===== src/rtl/serial_addsub_pkg.sv =====
// ============================================================================
// Module  : serial_addsub_pkg
// Purpose : Shared types and constants for the bit-serial adder/subtractor.
//           Contents:
//             state_t - controller states (IDLE, RUN, DONE)
//             OP_ADD  - op encoding for A+B
//             OP_SUB  - op encoding for A-B
//             clog2() - bit-counter width for a given operand width
// Revision: 1.0 - initial release
// ============================================================================
`default_nettype none

package serial_addsub_pkg;

  typedef enum logic [1:0] {
    IDLE = 2'd0,
    RUN  = 2'd1,
    DONE = 2'd2
  } state_t;

  localparam logic OP_ADD = 1'b0;
  localparam logic OP_SUB = 1'b1;

  // Width needed to count 0..value-1; never narrower than one bit.
  function automatic int clog2(input int value);
    int w;
    w = 1;
    for (int i = 1; i < 32; i++) begin
      if ((1 << i) < value) w = i + 1;
    end
    return w;
  endfunction

endpackage

`default_nettype wire


===== src/rtl/addsub_bit_cell.sv =====
// ============================================================================
// Module  : addsub_bit_cell
// Purpose : Single-bit full adder with conditional inversion of B, the one
//           arithmetic cell shared by every bit position of serial_addsub.
// Ports   : a_bit - operand A bit
//           b_bit - operand B bit (inverted when op=1)
//           op    - 0 = add, 1 = subtract
//           cin   - carry in
//           s     - sum bit
//           cout  - carry out
// Revision: 1.0 - initial release
// ============================================================================
`default_nettype none

module addsub_bit_cell (
  input  logic a_bit,
  input  logic b_bit,
  input  logic op,
  input  logic cin,
  output logic s,
  output logic cout
);

  logic bit_b;
  logic half;

  assign bit_b = b_bit ^ op;
  assign half  = a_bit ^ bit_b;
  assign s     = half ^ cin;
  assign cout  = (a_bit & bit_b) | (cin & half);

endmodule

`default_nettype wire


===== src/rtl/serial_addsub.sv =====
// ============================================================================
// Module  : serial_addsub
// Purpose : Bit-serial adder/subtractor producing one result bit per clock,
//           LSB first, through a single shared addsub_bit_cell. Handshake is
//           start/busy/done; result is held until the next operation ends.
// Params  : WIDTH - operand/result width (2..32)
// Ports   : clk, rst_n (async active-low)
//           start  - request, honoured only when busy=0
//           op     - 0 = A+B, 1 = A-B
//           a, b   - operands, latched on an accepted start
//           busy   - operation in progress
//           done   - one-cycle pulse when result/carry update
//           result - sum/difference modulo 2^WIDTH
//           carry  - add: carry-out, subtract: borrow (A<B unsigned)
//           overflow - signed overflow (only with SERIAL_ADDSUB_OVF_EN)
// Config  : define SERIAL_ADDSUB_OVF_EN to add the overflow output.
// Revision: 1.0 - initial release
// ============================================================================
`default_nettype none

module serial_addsub
  import serial_addsub_pkg::*;
#(
  parameter int WIDTH = 4
) (
  input  logic             clk,
  input  logic             rst_n,
  input  logic             start,
  input  logic             op,
  input  logic [WIDTH-1:0] a,
  input  logic [WIDTH-1:0] b,
  output logic             busy,
  output logic             done,
  output logic [WIDTH-1:0] result,
`ifdef SERIAL_ADDSUB_OVF_EN
  output logic             overflow,
`endif
  output logic             carry
);

  localparam int CNT_W = clog2(WIDTH);

  state_t           state;
  state_t           state_next;
  logic [WIDTH-1:0] sa;
  logic [WIDTH-1:0] sb;
  logic [WIDTH-2:0] sr;        // result bits collected so far, MSB-aligned
  logic [WIDTH-1:0] sr_full;   // collection after this edge's bit shifts in
  logic             c;
  logic             op_q;
  logic [CNT_W-1:0] cnt;
  logic             s;
  logic             c_next;
  logic             accept;
  logic             last_bit;

  addsub_bit_cell u_cell (
    .a_bit (sa[0]),
    .b_bit (sb[0]),
    .op    (op_q),
    .cin   (c),
    .s     (s),
    .cout  (c_next)
  );

  assign accept   = start && (state != RUN);
  assign last_bit = (state == RUN) && (cnt == CNT_W'(WIDTH - 1));
  assign sr_full  = {s, sr};
  assign busy     = (state == RUN);
  assign done     = (state == DONE);

  always_comb begin
    state_next = state;
    case (state)
      IDLE:    if (start) state_next = RUN;
      RUN:     if (last_bit) state_next = DONE;
      DONE:    state_next = start ? RUN : IDLE;
      default: state_next = IDLE;
    endcase
  end

  always_ff @(posedge clk or negedge rst_n) begin
    if (!rst_n) begin
      state <= IDLE;
    end else begin
      state <= state_next;
    end
  end

  // Working registers. Outputs are only written on the final RUN edge so the
  // previous result stays visible for the whole of the next operation.
  always_ff @(posedge clk or negedge rst_n) begin
    if (!rst_n) begin
      sa       <= '0;
      sb       <= '0;
      sr       <= '0;
      c        <= 1'b0;
      op_q     <= OP_ADD;
      cnt      <= '0;
      result   <= '0;
      carry    <= 1'b0;
`ifdef SERIAL_ADDSUB_OVF_EN
      overflow <= 1'b0;
`endif
    end else if (accept) begin
      sa   <= a;
      sb   <= b;
      op_q <= op;
      c    <= (op == OP_SUB);  // the +1 of A + ~B + 1
      cnt  <= '0;
    end else if (state == RUN) begin
      sa  <= sa >> 1;
      sb  <= sb >> 1;
      c   <= c_next;
      sr  <= sr_full[WIDTH-1:1];
      cnt <= cnt + CNT_W'(1);
      if (last_bit) begin
        result <= sr_full;
        // A set carry-out on subtract means no borrow occurred.
        carry  <= (op_q == OP_SUB) ? ~c_next : c_next;
`ifdef SERIAL_ADDSUB_OVF_EN
        // On the MSB edge, c is the carry into the MSB.
        overflow <= c ^ c_next;
`endif
      end
    end
  end

endmodule

`default_nettype wire


===== config.mk =====
export PLATFORM = sky130hd
export DESIGN_NAME = serial_addsub
export DESIGN_NICKNAME = d
export VERILOG_FILES = /design/src/rtl/serial_addsub_pkg.sv /design/src/rtl/addsub_bit_cell.sv /design/src/rtl/serial_addsub.sv
export SDC_FILE = /design/constraint.sdc
export NUM_CORES = 1
export LEC_CHECK = 0
export BUFFER_PORTS_ARGS = -buffer_cell sky130_fd_sc_hd__buf_2
export CAP_MARGIN = 10
export CORE_MARGIN = 3
export CORE_UTILIZATION = 40
export DETAILED_ROUTE_END_ITERATION = 8
export PLACE_DENSITY = 0.62
export SKIP_CTS_REPAIR_TIMING = 1
export SLEW_MARGIN = 30
export SYNTH_ARGS = -nofsm -noshare
export SYNTH_HDL_FRONTEND = slang
export SYNTH_SLANG_ARGS = --single-unit

===== constraint.sdc =====
create_clock -name clk -period 1.6 [get_ports clk]
set_input_delay 0 -clock clk [delete_from_list [all_inputs] [get_ports clk]]
set_output_delay 0 -clock clk [all_outputs]
set_load 0.005 [all_outputs]

# Word level (Yosys, flattened, before mapping)

Cells that the tools add are included.

Add/sub/neg operators: 1
Equal/unequal tests: 6
Muxes and demuxes: 13
Bitwise operators: 8
Reductions and logical operators: 7

Operators by type and width:

| operator                                                         | number |
|---|---|
| 32-bit 2-to-1 mux                                                | 2 |
| 32-bit by 1-bit adder with 32-bit output, second input constant  | 1 |
| 32-bit by 2-bit == test with 1-bit output, second input constant | 1 |
| 4-bit 2-to-1 mux                                                 | 4 |
| 2-bit case mux with 3 select lines                               | 1 |
| 1-bit 2-to-1 mux                                                 | 4 |
| 2-bit 2-to-1 mux                                                 | 2 |
| 2-bit by 1-bit != test with 1-bit output, second input constant  | 2 |
| 2-bit AND reduction                                              | 2 |
| 3-bit AND reduction                                              | 1 |
| 1-bit bitwise XOR                                                | 3 |
| 1-bit bitwise AND                                                | 2 |
| 2-bit by 1-bit == test with 1-bit output, second input constant  | 1 |
| 2-bit == test, second input constant                             | 1 |
| 1-bit logical AND                                                | 2 |
| 2-bit zero test                                                  | 1 |
| 2-bit != test, second input constant                             | 1 |
| 1-bit inverter                                                   | 2 |
| 2-bit nonzero test                                               | 1 |
| 1-bit OR                                                         | 1 |

Register bits: 52
Input bits: 12
Output and inout port bits: 7
Logic and storage cells: 44

# Longest topological paths before layout

Word-level depth: 6
Depth in mapped cells: 6
Gate-level depth less buffers: 5

# Modules after synthesis

Synthesis repeated with hierarchy kept, for this count alone.

Cell total of the unflattened synthesis: 265
Area total of the unflattened synthesis: 2635.0 um2

By module, submodules not included:

| module          | instances | cells an instance | area each (um2) | seq. area each (um2) |
|---|---|---|---|---|
| serial_addsub   | 1         | 259               | 2591.2          | 1301.2 |
| addsub_bit_cell | 1         | 6                 | 43.8            | 0.0 |

# Least setup slack after synthesis

No wires, ideal clock.

Path kind: reg-to-reg
Start: register cnt[0]
End: register carry
Setup time: 0.125 ns
Arrival time: 1.568 ns
Data required time: 1.475 ns
Setup slack: -0.093 ns
Stages on the path, launching flop included: 6
Path buffers: 0
Clock period less this slack: 1.693 ns
Cells stage by stage: dfrtp_1 > ha_1 > nor4b_2 > nand4_1 > nor3_4 > mux2_4

Word-level cells in the longest chain between the ends: 3

RTL lines:

| element                                   | RTL line             | source |
|---|---|---|
| start: declaration                        | serial_addsub.sv:51  | `logic [CNT_W-1:0] cnt;` |
| start signal: assignment                  | serial_addsub.sv:116 | `cnt <= cnt + CNT_W'(1);` |
| 32-bit by 2-bit == test with 1-bit output | serial_addsub.sv:67  | `assign last_bit = (state == RUN) && (cnt == CNT_W'(WIDTH - 1));` |
| 1-bit logical AND                         | serial_addsub.sv:67  |  |
| 3-bit AND reduction (no line)             | -                    |  |
| end signal: assignment                    | serial_addsub.sv:120 | `carry <= (op_q == OP_SUB) ? ~c_next : c_next;` |
| end: declaration                          | serial_addsub.sv:38  | `output logic carry` |

Every way passes these cells.
A chain may end at the register's enable or synchronous reset.

# Worst setup path after layout

Start: register cnt[1]
End: register result[1]

Word-level cells in the longest chain between the ends: 3

RTL lines:

| element                                   | RTL line             | source |
|---|---|---|
| 32-bit by 2-bit == test with 1-bit output | serial_addsub.sv:67  |  |
| 1-bit logical AND                         | serial_addsub.sv:67  |  |
| 3-bit AND reduction (no line)             | -                    |  |
| end signal: assignment                    | serial_addsub.sv:118 | `result <= sr_full;` |
| end: declaration                          | serial_addsub.sv:34  | `output logic [WIDTH-1:0] result,` |

Every way passes these cells.

==> impl_metrics.py <==
metrics = {
    "detailed_routing": {
        "vias_per_cell": 5.36,
        "drt_wl_total_mm": 6.38,
        "drt_first_pass_iters": 4,
        "num_vias": 2294,
        "ant_nets": 0,
        "drt_iter0_markers": 124,
        "drcViolationCount": 0,
        "wl_per_cell_um": 14.9,
    },
    "global_routing": {
        "grt_pass1_vias": 2239,
        "gr-total-overflow": 0,
        "grt_max_degree": 53,
        "grt_pass1_wl_mm": 10.7,
        "grt_use_total": 0.173,
        "antenna_found_initial": 0,
    },
    "layout": {
        "multiInputGateArea_um2": 1460,
        "nets": 364,
        "register_area_um2": 1300,
        "layout-drive-gt1-share": 0.330,
        "fillers": 575,
        "layout_common_cells": "nand2_1, dfrtp_1, buf_4",
        "area_growth_pct": 31.5,
        "antennaDiodeCount": 0,
        "layout_commonest_cell": "nand2_1",
    },
    "power": {
        "clockPowerShare": 0.361,
        "p_per_area_nw_per_um2": 595,
        "power.leakage_nw": 1.83,
        "ir_worst_vdd_mv": 0.397,
        "intPower_w": 0.00165,
        "switching_share": 0.234,
        "comb_power_share": 0.030,
        "pwr-share-seq": 0.609,
        "p_switching_w": 0.000506,
        "finalPower_w": 0.00216,
    },
    "timing": {
        "fmax_mhz": 584,
        "hold_violations": 6,
        "setup_viol": 5,
        "rsz0062_at_grt": "yes",
        "clock_skew_ns": 0.0118,
        "setup_ws_ns": -0.113,
        "fin_crit_sh": 1.07,
        "max_slew_margin": 0.551,
        "period_needed_ns": 1.71,
        "hold_slack_ns": -0.0318,
        "worst_slew_pin_slew_ns": 0.673,
        "slew_violations": 0,
    },
    "placed_design": {
        "hpwlAfterDp_mm": 4.43,
        "pre_cts_ws_ns": -0.197,
        "io_buffers": 18,
        "gp_congestion": 0.885,
    },
    "clocking": {
        "clk_pin_slew_ns": 0.10,
        "htree_num_levels": 2,
        "max-clock-path-buffers": 2,
        "numClockSinks": 52,
        "cts-root-buf": "clkbuf_8",
        "clkLatencyLatePin_ns": 0.32,
        "cts_buffers": 5,
        "tritoncts": "built",
    },
    "critical_path": {
        "critPathBufInv": 1,
        "end_kind": "flip-flop",
        "cp-start-kind": "flip-flop",
        "critPathRequiredTime_ns": 1.80,
        "worstPathArrival_ns": 1.91,
        "cp_top_family": "simple AND/OR/NAND/NOR gates",
        "crit_path_top_delay_cell": "dfrtp_1",
        "critPathMaxFanout": 5,
        "crit_type": "flip-flop to flip-flop",
        "crit_chain": "ha_4 -> nor4b_4 -> nand4_1 -> nor3_4 -> buf_6 -> mux2_4",
        "max_stage_delay_ns": 0.41,
    },
    "yosys": {
        "syn_area_um2": 2760,
        "yosysSeqAreaShare": 0.472,
        "syn_inst": 271,
        "yosysWarnings": 0,
        "syn_avg_cell_area_um2": 10.2,
        "syn_nets": 285,
        "ys_types": 40,
        "ys_ff_latch": 52,
    },
    "floorplanning": {
        "core-area_um2": 6530,
        "initial_core_util": 0.422,
        "die_y_um": 89.0,
        "die_area_um2": 7930,
        "die_w_um": 89.0,
        "num_rows": 29,
        "io_pins": 19,
    },
    "run_status": {
        "violations": "negative hold slack, negative setup slack",
        "run_status": "finished with violations",
    },
    "flow_run": {
        "maxCapViolations": 0,
    },
    "worst_hold_path": {
        "min_path_type": "input pin to flip-flop",
    },
}
==> metal layers <==
metal  routed length (um)  part of all wire  vias up  track usage
li1                     -                 -     1135            -
met1                 3080              0.48     1084        0.249
met2                 2900              0.45       60        0.271
met3                  258             0.040       15       0.0323
met4                  144             0.023        0       0.0447
met5                    0                 0        -            0
==> logic make-up (layout without fill, tap and decap cells) <==
family                     after synthesis  count (layout)  synth area share
and+or+nand+nor                        132             132             0.279
adders and majority gates                2               2            0.0118
muxes                                   40              40             0.153
buffers and inverters                   21             101            0.0345
AOI/OAI and AO/OA                       22              22            0.0431
DFF                                     52              52             0.472
xor gates and xnor gates                 2               2           0.00635
==> metrics by stage <==
step / hold slack [ns] / TNS [ns] / util / instances / cell area (um2)
after floorplan: -0.296 / -0.330 / - / 271 / 2760
after detailed placement: 0.171 / -0.928 / 0.505 / 408 / 3300
after CTS: -0.171 / -1.02 / 0.519 / 416 / 3390
final: -0.0318 / -0.499 / 0.555 / 428 / 3630
after global routing: 0.00470 / -1.35 / 0.555 / 428 / 3630
after global placement: 0.167 / -0.477 / 0.505 / 408 / 3300
==> path summary, 6_finish.rpt <==
check / slack, ns / cells past startpoint / endpoint / from
worst max-delay path: -0.11 / 6 / result[1] / cnt[1]
worst max register to register: -0.11 / 6 / result[1] / cnt[1]
max in group asynchronous: 0.80 / 3 / cnt[8] / rst_n
worst min-delay path: -0.03 / 3 / sa[0] / a[0]
worst min register to register: 0.49 / 2 / sa[0] / sa[1]
min in group asynchronous: 0.34 / 3 / cnt[8] / rst_n
==> worst register-to-register path, stage by stage (launching register included) <==
cell	delay (ns)
dfrtp_1	0.41
ha_4	0.17
nor4b_4	0.19
nand4_1	0.19
nor3_4	0.20
buf_6	0.15
mux2_4	0.29
==> cell usage after synthesis, drive strengths merged <==
cell	number	area [um2]
nand2	54	203
dfrtp	52	1300
mux2i	35	350
nand4	21	153
o21ai	17	85.1
nor4	15	155
nand3	12	60.1
nor2	11	41.3
inv	10	37.5
buf	8	46.3
nor3	8	56.3
mux2	5	71.3
and3	3	18.8
clkbuf	3	11.3
nand4b	2	32.5
nor4b	2	23.8
xnor2	2	17.5
a21oi	1	5.00
a31oi	1	6.26
fa	1	20.0
ha	1	12.5
nand2b	1	6.26
nand3b	1	7.51
nor2b	1	6.26
nor3b	1	7.51
o21a	1	7.51
o22ai	1	6.26
o41ai	1	8.76
==> power groups by stage <==
stage / Clock, W / Sequential, W / Combinational (W)
3_3_place_gp: 0 / 0.00134 / 0.0000594
3_5_place_dp: 0 / 0.00134 / 0.0000605
2_1_floorplan: 0 / 0.00134 / 0.0000154
4_1_cts: 0.000790 / 0.00131 / 0.0000607
6_report: 0.000779 / 0.00131 / 0.0000653
5_1_grt: 0.000840 / 0.00131 / 0.0000760
==> area by class of cell <==
cell class,instances,share of cell area
Clock inverter,2,0.00448
Tap cell,77,0.0266
Multi-Input combinational cell,198,0.404
Sequential cell,52,0.359
Clock buffer,6,0.0200
Inverter,10,0.0103
Timing Repair Buffer,83,0.176
==> state kept, by name (all words and copies together), names as in the netlist <==
register and flops:
sr 3, op_q 1, sb 4, cnt 32, c 1, result 4
state 2, sa 4, carry 1
Note: power is estimated with default switching activity, not from simulation.
